`config.mk`:
```
export PLATFORM = sky130hd
export DESIGN_NAME = lsu_bus_ctrl_flat
export DESIGN_NICKNAME = d
export VERILOG_FILES = /design/src/rtl/fe_pkg.sv /design/src/rtl/lsu_bus_ctrl_if.sv /design/src/rtl/lsu_bus_ctrl_align.sv /design/src/rtl/lsu_bus_ctrl.sv /design/src/flat_wrapper.sv
export SDC_FILE = /design/constraint.sdc
export NUM_CORES = 1
export LEC_CHECK = 0
export BUFFER_PORTS_ARGS = -buffer_cell sky130_fd_sc_hd__buf_2
export CAP_MARGIN = 10
export CORE_ASPECT_RATIO = 0.6
export CORE_MARGIN = 2
export CORE_UTILIZATION = 50
export DETAILED_ROUTE_END_ITERATION = 8
export HOLD_SLACK_MARGIN = 0.15
export PLACE_DENSITY = 0.81
export SKIP_LAST_GASP = 1
export SYNTH_ARGS = -nofsm -noshare
export SYNTH_HDL_FRONTEND = slang
export SYNTH_HIERARCHICAL = 1
export SYNTH_SLANG_ARGS = --single-unit
```
`constraint.sdc`:
```
create_clock -name clk -period 1.9 [get_ports clk]
set_clock_uncertainty 0.1 [all_clocks]
set_input_delay 0.095 -clock clk [delete_from_list [all_inputs] [get_ports clk]]
set_output_delay 0.095 -clock clk [all_outputs]
set_load 0.02 [all_outputs]
```
`src/rtl/fe_pkg.sv`:
```
// Front-end shared types: RV32I decode enums, operand types, LSU state and
// the misalignment predicate that the trap logic also evaluates.
package fe_pkg;

  typedef logic [31:0] RV32I_OPERAND_t;
  typedef logic [3:0]  RV32I_BYTE_EN_t;

  typedef enum logic [6:0] {
    R_TYPE       = 7'b0110011,
    I_TYPE       = 7'b0010011,
    I_LOAD_TYPE  = 7'b0000011,
    I_JALR_TYPE  = 7'b1100111,
    S_TYPE       = 7'b0100011,
    B_TYPE       = 7'b1100011,
    U_LUI_TYPE   = 7'b0110111,
    U_AUIPC_TYPE = 7'b0010111,
    J_TYPE       = 7'b1101111
  } RV32I_OPCODE_t;

  typedef enum logic [5:0] {
    ADD, SUB, ADDI, LUI, JAL,
    LB, LH, LW, LBU, LHU,
    SB, SH, SW
  } RV32I_INSTRUCTION_MNEMONIC_t;

  typedef enum logic [1:0] {
    IDLE,
    REQ,
    DONE
  } LSU_STATE_t;

  // Halfword accesses need bit 0 clear, word accesses need bits [1:0] clear;
  // byte accesses can never be misaligned.
  function automatic logic lsu_misaligned(input RV32I_INSTRUCTION_MNEMONIC_t mn,
                                          input logic [1:0] off);
    case (mn)
      LH, LHU, SH: return off[0];
      LW, SW:      return |off;
      default:     return 1'b0;
    endcase
  endfunction

endpackage

```
`src/rtl/lsu_bus_ctrl_if.sv`:
```
// Data-bus handshake between the load/store unit (master) and memory (slave).
interface lsu_bus_ctrl_if;
  import fe_pkg::*;

  logic           dbus_req;
  logic           dbus_we;
  logic [31:0]    dbus_addr;
  RV32I_BYTE_EN_t dbus_be;
  logic [31:0]    dbus_wrdata;
  logic           dbus_ack;
  logic [31:0]    dbus_rddata;

  modport master (
    output dbus_req, dbus_we, dbus_addr, dbus_be, dbus_wrdata,
    input  dbus_ack, dbus_rddata
  );

  modport slave (
    input  dbus_req, dbus_we, dbus_addr, dbus_be, dbus_wrdata,
    output dbus_ack, dbus_rddata
  );

endinterface

```
`src/rtl/lsu_bus_ctrl_align.sv`:
```
// Byte-lane steering: store byte enables and replicated write data from the
// current instruction, and right-justification of the returned read word.
module lsu_align
  import fe_pkg::*;
(
  input  RV32I_INSTRUCTION_MNEMONIC_t mnemonic_i,
  input  logic [1:0]                  st_off_i,
  input  RV32I_OPERAND_t              rs2_data_i,
  output RV32I_BYTE_EN_t              st_be_o,
  output RV32I_OPERAND_t              st_wrdata_o,
  input  logic [1:0]                  ld_off_i,
  input  RV32I_OPERAND_t              ld_word_i,
  output RV32I_OPERAND_t              ld_data_o
);

  // Store lane selection; word stores and non-stores pass rs2 straight through.
  always_comb begin
    // NOTE: every output gets a default before the case so no path leaves it
    // unassigned, which would otherwise infer a latch.
    st_be_o     = 4'b1111;
    st_wrdata_o = rs2_data_i;
    case (mnemonic_i)
      SB: begin
        st_be_o     = 4'b0001 << st_off_i;
        st_wrdata_o = {4{rs2_data_i[7:0]}};
      end
      SH: begin
        st_be_o     = 4'b0011 << {st_off_i[1], 1'b0};
        st_wrdata_o = {2{rs2_data_i[15:0]}};
      end
      default: ;
    endcase
  end

  // Bring the addressed byte/halfword down to bit 0; upper bits are left for
  // the write-data mux to extend.
  assign ld_data_o = ld_word_i >> {ld_off_i, 3'b000};

endmodule

```
`src/rtl/lsu_bus_ctrl.sv`:
```
// Load/store bus controller: issues one word-aligned req/ack transaction per
// aligned memory instruction, stalls the core while it is outstanding, and
// aborts with bus_err if no ack arrives within TIMEOUT_CYCLES.
module lsu_bus_ctrl
  import fe_pkg::*;
#(
  parameter int TIMEOUT_CYCLES = 16
) (
  input  logic                        clk,
  input  logic                        rst_n,
  input  RV32I_OPCODE_t               opcode,
  input  RV32I_INSTRUCTION_MNEMONIC_t mnemonic,
  input  RV32I_OPERAND_t              alu_out,
  input  RV32I_OPERAND_t              rs2_data,
  lsu_bus_ctrl_if.master              dbus,
  output RV32I_OPERAND_t              bus_rddata,
  output logic                        lsu_stall,
  output logic                        misaligned,
  output logic                        bus_err
);

  localparam int CNT_W = (TIMEOUT_CYCLES > 1) ? $clog2(TIMEOUT_CYCLES) : 1;
  localparam logic [CNT_W-1:0] CNT_LAST = CNT_W'(TIMEOUT_CYCLES - 1);

  LSU_STATE_t     state_q;
  logic [CNT_W-1:0] cnt_q;
  logic           req_q;
  logic           we_q;
  logic [31:0]    addr_q;
  logic [1:0]     off_q;
  RV32I_BYTE_EN_t be_q;
  RV32I_OPERAND_t wrdata_q;
  RV32I_OPERAND_t rddata_q;
  logic           err_q;

  logic           mem_op;
  logic           is_store;
  logic           start;
  RV32I_BYTE_EN_t st_be;
  RV32I_OPERAND_t st_wrdata;
  RV32I_OPERAND_t ld_data;

  assign mem_op     = (opcode == I_LOAD_TYPE) || (opcode == S_TYPE);
  assign is_store   = (opcode == S_TYPE);
  assign misaligned = mem_op && lsu_misaligned(mnemonic, alu_out[1:0]);
  assign start      = mem_op && !misaligned;

  lsu_align u_align (
    .mnemonic_i  (mnemonic),
    .st_off_i    (alu_out[1:0]),
    .rs2_data_i  (rs2_data),
    .st_be_o     (st_be),
    .st_wrdata_o (st_wrdata),
    .ld_off_i    (off_q),
    .ld_word_i   (dbus.dbus_rddata),
    .ld_data_o   (ld_data)
  );

  // Transaction FSM with its counter and all bus/result registers.
  always_ff @(posedge clk or negedge rst_n) begin
    // NOTE: datapath registers are reset too so the bus is quiet and the
    // result register reads 0 straight out of reset.
    if (!rst_n) begin
      state_q  <= IDLE;
      cnt_q    <= '0;
      req_q    <= 1'b0;
      we_q     <= 1'b0;
      addr_q   <= '0;
      off_q    <= '0;
      be_q     <= '0;
      wrdata_q <= '0;
      rddata_q <= '0;
      err_q    <= 1'b0;
    end else begin
      // NOTE: non-blocking assignments keep every register reading its
      // pre-edge value, independent of statement order.
      case (state_q)
        IDLE: begin
          err_q <= 1'b0;
          if (start) begin
            req_q    <= 1'b1;
            we_q     <= is_store;
            addr_q   <= {alu_out[31:2], 2'b00};
            off_q    <= alu_out[1:0];
            be_q     <= is_store ? st_be : 4'b1111;
            wrdata_q <= st_wrdata;
            cnt_q    <= '0;
            state_q  <= REQ;
          end
        end
        REQ: begin
          // Ack takes priority over timeout expiry in the same cycle.
          if (dbus.dbus_ack) begin
            if (!we_q) rddata_q <= ld_data;
            req_q   <= 1'b0;
            state_q <= DONE;
          end else if (cnt_q == CNT_LAST) begin
            req_q    <= 1'b0;
            rddata_q <= '0;
            err_q    <= 1'b1;
            state_q  <= DONE;
          end else begin
            cnt_q <= cnt_q + 1'b1;
          end
        end
        DONE: begin
          err_q   <= 1'b0;
          state_q <= IDLE;
        end
        default: state_q <= IDLE;
      endcase
    end
  end

  assign lsu_stall = (state_q == REQ) || ((state_q == IDLE) && start);

  assign dbus.dbus_req    = req_q;
  assign dbus.dbus_we     = we_q;
  assign dbus.dbus_addr   = addr_q;
  assign dbus.dbus_be     = be_q;
  assign dbus.dbus_wrdata = wrdata_q;
  assign bus_rddata       = rddata_q;
  assign bus_err          = err_q;

endmodule

```
`src/flat_wrapper.sv`:
```
// flat-port wrapper written by rule: the top's interface ports become plain ports
module lsu_bus_ctrl_flat import fe_pkg::*;
#(
  parameter int TIMEOUT_CYCLES = 16
)
  (clk, rst_n, opcode, mnemonic, alu_out, rs2_data, bus_rddata, lsu_stall, misaligned, bus_err, dbus_dbus_req, dbus_dbus_we, dbus_dbus_addr, dbus_dbus_be, dbus_dbus_wrdata, dbus_dbus_ack, dbus_dbus_rddata);
  lsu_bus_ctrl_if dbus_i ();
  input  logic clk;
  input  logic rst_n;
  input  RV32I_OPCODE_t opcode;
  input  RV32I_INSTRUCTION_MNEMONIC_t mnemonic;
  input  RV32I_OPERAND_t alu_out;
  input  RV32I_OPERAND_t rs2_data;
  output RV32I_OPERAND_t bus_rddata;
  output logic lsu_stall;
  output logic misaligned;
  output logic bus_err;
  output wire logic [$bits(dbus_i.dbus_req)-1:0] dbus_dbus_req;
  output wire logic [$bits(dbus_i.dbus_we)-1:0] dbus_dbus_we;
  output wire logic [$bits(dbus_i.dbus_addr)-1:0] dbus_dbus_addr;
  output wire logic [$bits(dbus_i.dbus_be)-1:0] dbus_dbus_be;
  output wire logic [$bits(dbus_i.dbus_wrdata)-1:0] dbus_dbus_wrdata;
  input wire logic [$bits(dbus_i.dbus_ack)-1:0] dbus_dbus_ack;
  input wire logic [$bits(dbus_i.dbus_rddata)-1:0] dbus_dbus_rddata;
  assign dbus_dbus_req = dbus_i.dbus_req;
  assign dbus_dbus_we = dbus_i.dbus_we;
  assign dbus_dbus_addr = dbus_i.dbus_addr;
  assign dbus_dbus_be = dbus_i.dbus_be;
  assign dbus_dbus_wrdata = dbus_i.dbus_wrdata;
  assign dbus_i.dbus_ack = dbus_dbus_ack;
  assign dbus_i.dbus_rddata = dbus_dbus_rddata;
  lsu_bus_ctrl #(.TIMEOUT_CYCLES(TIMEOUT_CYCLES)) u_core (.clk(clk), .rst_n(rst_n), .opcode(opcode), .mnemonic(mnemonic), .alu_out(alu_out), .rs2_data(rs2_data), .dbus(dbus_i), .bus_rddata(bus_rddata), .lsu_stall(lsu_stall), .misaligned(misaligned), .bus_err(bus_err));
endmodule
```
==> run metrics <==
status=completed; total CTS buffers=9; Post-synth EDFFs=0; Total GRT Usage=between 20% and 30%; Simple-Gate Fraction of Synth Area=between 10% and 20%; Crit Path Class=primary input to flip-flop; Cell variety after synth=46; Initial Util=50.94%; H-tree Lvls=3; 1st-pass router iterations=5; post-CTS setup buffer count=0; P_leak=between 4 and 5 nW; CTS tree=built; Final setup viols=0; CP Launch Type=primary input; detailed-route via count=roughly 5k; # nets final=~900; ys async rst share=100.0%; wirelength, routed=17320 um; synth top area cells=dfrtp_1 (48%), mux2_4 (14%), mux2_2 (6.5%), mux2i_1 (4.4%), o21ai_0 (3.6%); Seq cells post-synth=approximately 110; # port buffers=roughly 210; multiplexer share of the synthesized area=24.53%; Synth top area share=between 40% and 50%; WP data arrival=~1900 ps; HP Class=primary input to async pin; CP Data Required Time=between 2000 and 2500 ps; pin count of the biggest net entering global routing=between 60 and 70; Int Pwr=5.127 mW; compound-gate portion of the synthesized area=under 10%; DIE AREA=about 12000 um^2; first-pass GRT wire length=approximately 26000 um; GRT overflow=0; post-DR vias/cell=roughly 5.4; IR drop worst, VDD=0.4342 mV; post-DP HPWL=11270 um; worst skew pair latency=between 300 and 400 ps; Top FF cell, synth=dfrtp_1; Final Non-Filler Cells=~940; Power, Total=7.911 mW; Iter 0 DRT Violations=349; switching power=2.783 mW; Synth Area in XOR/XNOR=0%; Comb pwr share=a little over a third; sw frac=35.18%; layout cell share with drive strength beyond 1=between 40% and 50%; Die Ht=86.83 um; Syn Area/Cell=roughly 12 um^2; Yosys top cell by area=dfrtp_1; synthesized cell area=~5700 um^2; root buffer cell=clkbuf_16; total of max-cap violations=0; DP Cell Count=between 800 and 900; clk buf depth=2; initial antenna violation count=0; DRC viols=0; power share of the clock group=around a quarter; Seq pwr share=approximately two fifths; critical path peak fanout=12; routed length per instance=roughly 18 um; fmax=about 0.56 GHz; fin crit period=approximately 1800 ps; vias in the first global route=roughly 5k; row count=30; Area Growth Syn to Fin=42.24%; Post-DRT Antenna Nets=0; unrepaired setup endpoints after global routing=false; fill cell count=slightly below 800; post_cts resized=0; largest family of logic cells by synthesized area=multiplexers; Boundary Pins=217; post-synthesis adder-cell area fraction=0.2189%; power density cells=approximately 970 nW/um^2; crit share post-route=94.70%; Max Slew Vio Count=0; leading cell type by number of instances after synthesis=dfrtp_1; synth cell count leaders=dfrtp_1 (109), mux2_4 (52), o21ai_0 (41), inv_1 (34); Die X-Extent=~140 um; Placer Congestion=roughly 0.96; setup_tns=0 ps; Ys Warns=6; CTS clk-pin slew, worst paths=~80 ps; crit end category=flip-flop; Post-Syn Instances=492; CTS Hold Buffers Added=a little over 90; Final Hold Fails=0; sequential area share after synthesis=about 48%; core area=between 10000 and 15000 um^2; CTS sink cnt=about 110
## stage by stage
| step | instance area (um^2) | hold slack [ps] | util, % | worst slack, ps |
|---|---|---|---|---|
| detailed placement | 6909 | -21.49 | 61.56 | 23.45 |
| global placement | 6909 | -28.34 | 61.56 | 64.43 |
| global route | 8129 | 191.0 | 72.43 | 54.34 |
| finish | 8132 | 152.3 | 72.45 | 100.7 |
| floorplan | 5720 | -300.6 | - | 195.2 |
| CTS | 8129 | 151.9 | 72.43 | 202.0 |
## cells in the final DEF (no fill, tap or decap), types with 25 or more instances in the layout
cell           Yosys  routed
a21oi_1           27      27
buf_2              6     213
dfrtp_1          109     109
dlygate4sd3_1      0      91
inv_1             34      34
mux2_2            33      33
mux2_4            52      52
mux2i_1           25      25
nand3_1           33      33
o21ai_0           41      41
## power groups by stage
stage                     sequential (mW)  clock, mW  combinational, mW
after floorplan                      3.83          0              0.948
after global placement               3.19          0               2.51
after detailed placement             3.22          0               2.57
after CTS                            3.19       1.99               2.72
after global routing                 3.26       2.08               2.95
final                                3.21       1.93               2.77
## critical path, cell delays in order
cell,delay (ps)
buf_2,140
nor4b_4,350
and2_2,350
a21oi_1,130
dlygate4sd3_1,590
mux2_4,260
## flip-flops by register name, indices dropped and copies added, names as in the netlist
name	count
u_core/dbus.dbus_addr	30
u_core/state_q	2
u_core/bus_rddata	32
u_core/bus_err	1
u_core/cnt_q	4
u_core/dbus.dbus_wrdata	32
u_core/off_q	2
u_core/dbus.dbus_we	1
u_core/dbus.dbus_be	4
u_core/dbus.dbus_req	1
## path summary, 6_finish.rpt
check                                              endpoint              startpoint  slack (ps)  depth (start not counted)
worst min-delay path              u_core/dbus.dbus_addr[30]                   rst_n         150                          2
worst min register to register       u_core/dbus.dbus_be[2]  u_core/dbus.dbus_be[2]         410                          1
worst max register to register         u_core/bus_rddata[0]         u_core/cnt_q[0]         170                          6
max in group asynchronous         u_core/dbus.dbus_addr[10]                   rst_n         880                          3
min in group clk                       u_core/bus_rddata[5]    dbus_dbus_rddata[13]         170                          5
worst max-delay path            u_core/dbus.dbus_wrdata[26]             mnemonic[2]         100                          6
## cell families after synthesis
| kind of cell | Yosys count |
|---|---|
| buf+inv | 75 |
| compound gates | 86 |
| other cells | 1 |
| fa+ha+maj | 1 |
| simple gates | 110 |
| mux | 110 |
| flops | 109 |
## metal layers
| metal | up-vias | track usage, % | wire, um |
|---|---|---|---|
| met4 | 0 | 10.64 | 530 |
| li1 | 2303 | - | - |
| met3 | 58 | 6.243 | 1196 |
| met2 | 261 | 44.09 | 8166 |
| met5 | - | 0 | 0 |
| met1 | 2419 | 37.06 | 7424 |
## final cells by class
class	instances	area, um^2	area share [%]
timing repair buffer	329	2240	27.54
inverter	34	127.6	1.569
tap	144	180.2	2.216
multi-input combinational	309	2545	31.30
clock inverter	5	66.31	0.8155
clock buffer	11	242.7	2.985
antenna	1	2.502	0.03077
sequential	109	2728	33.54
(Power assumes the default switching activity.)
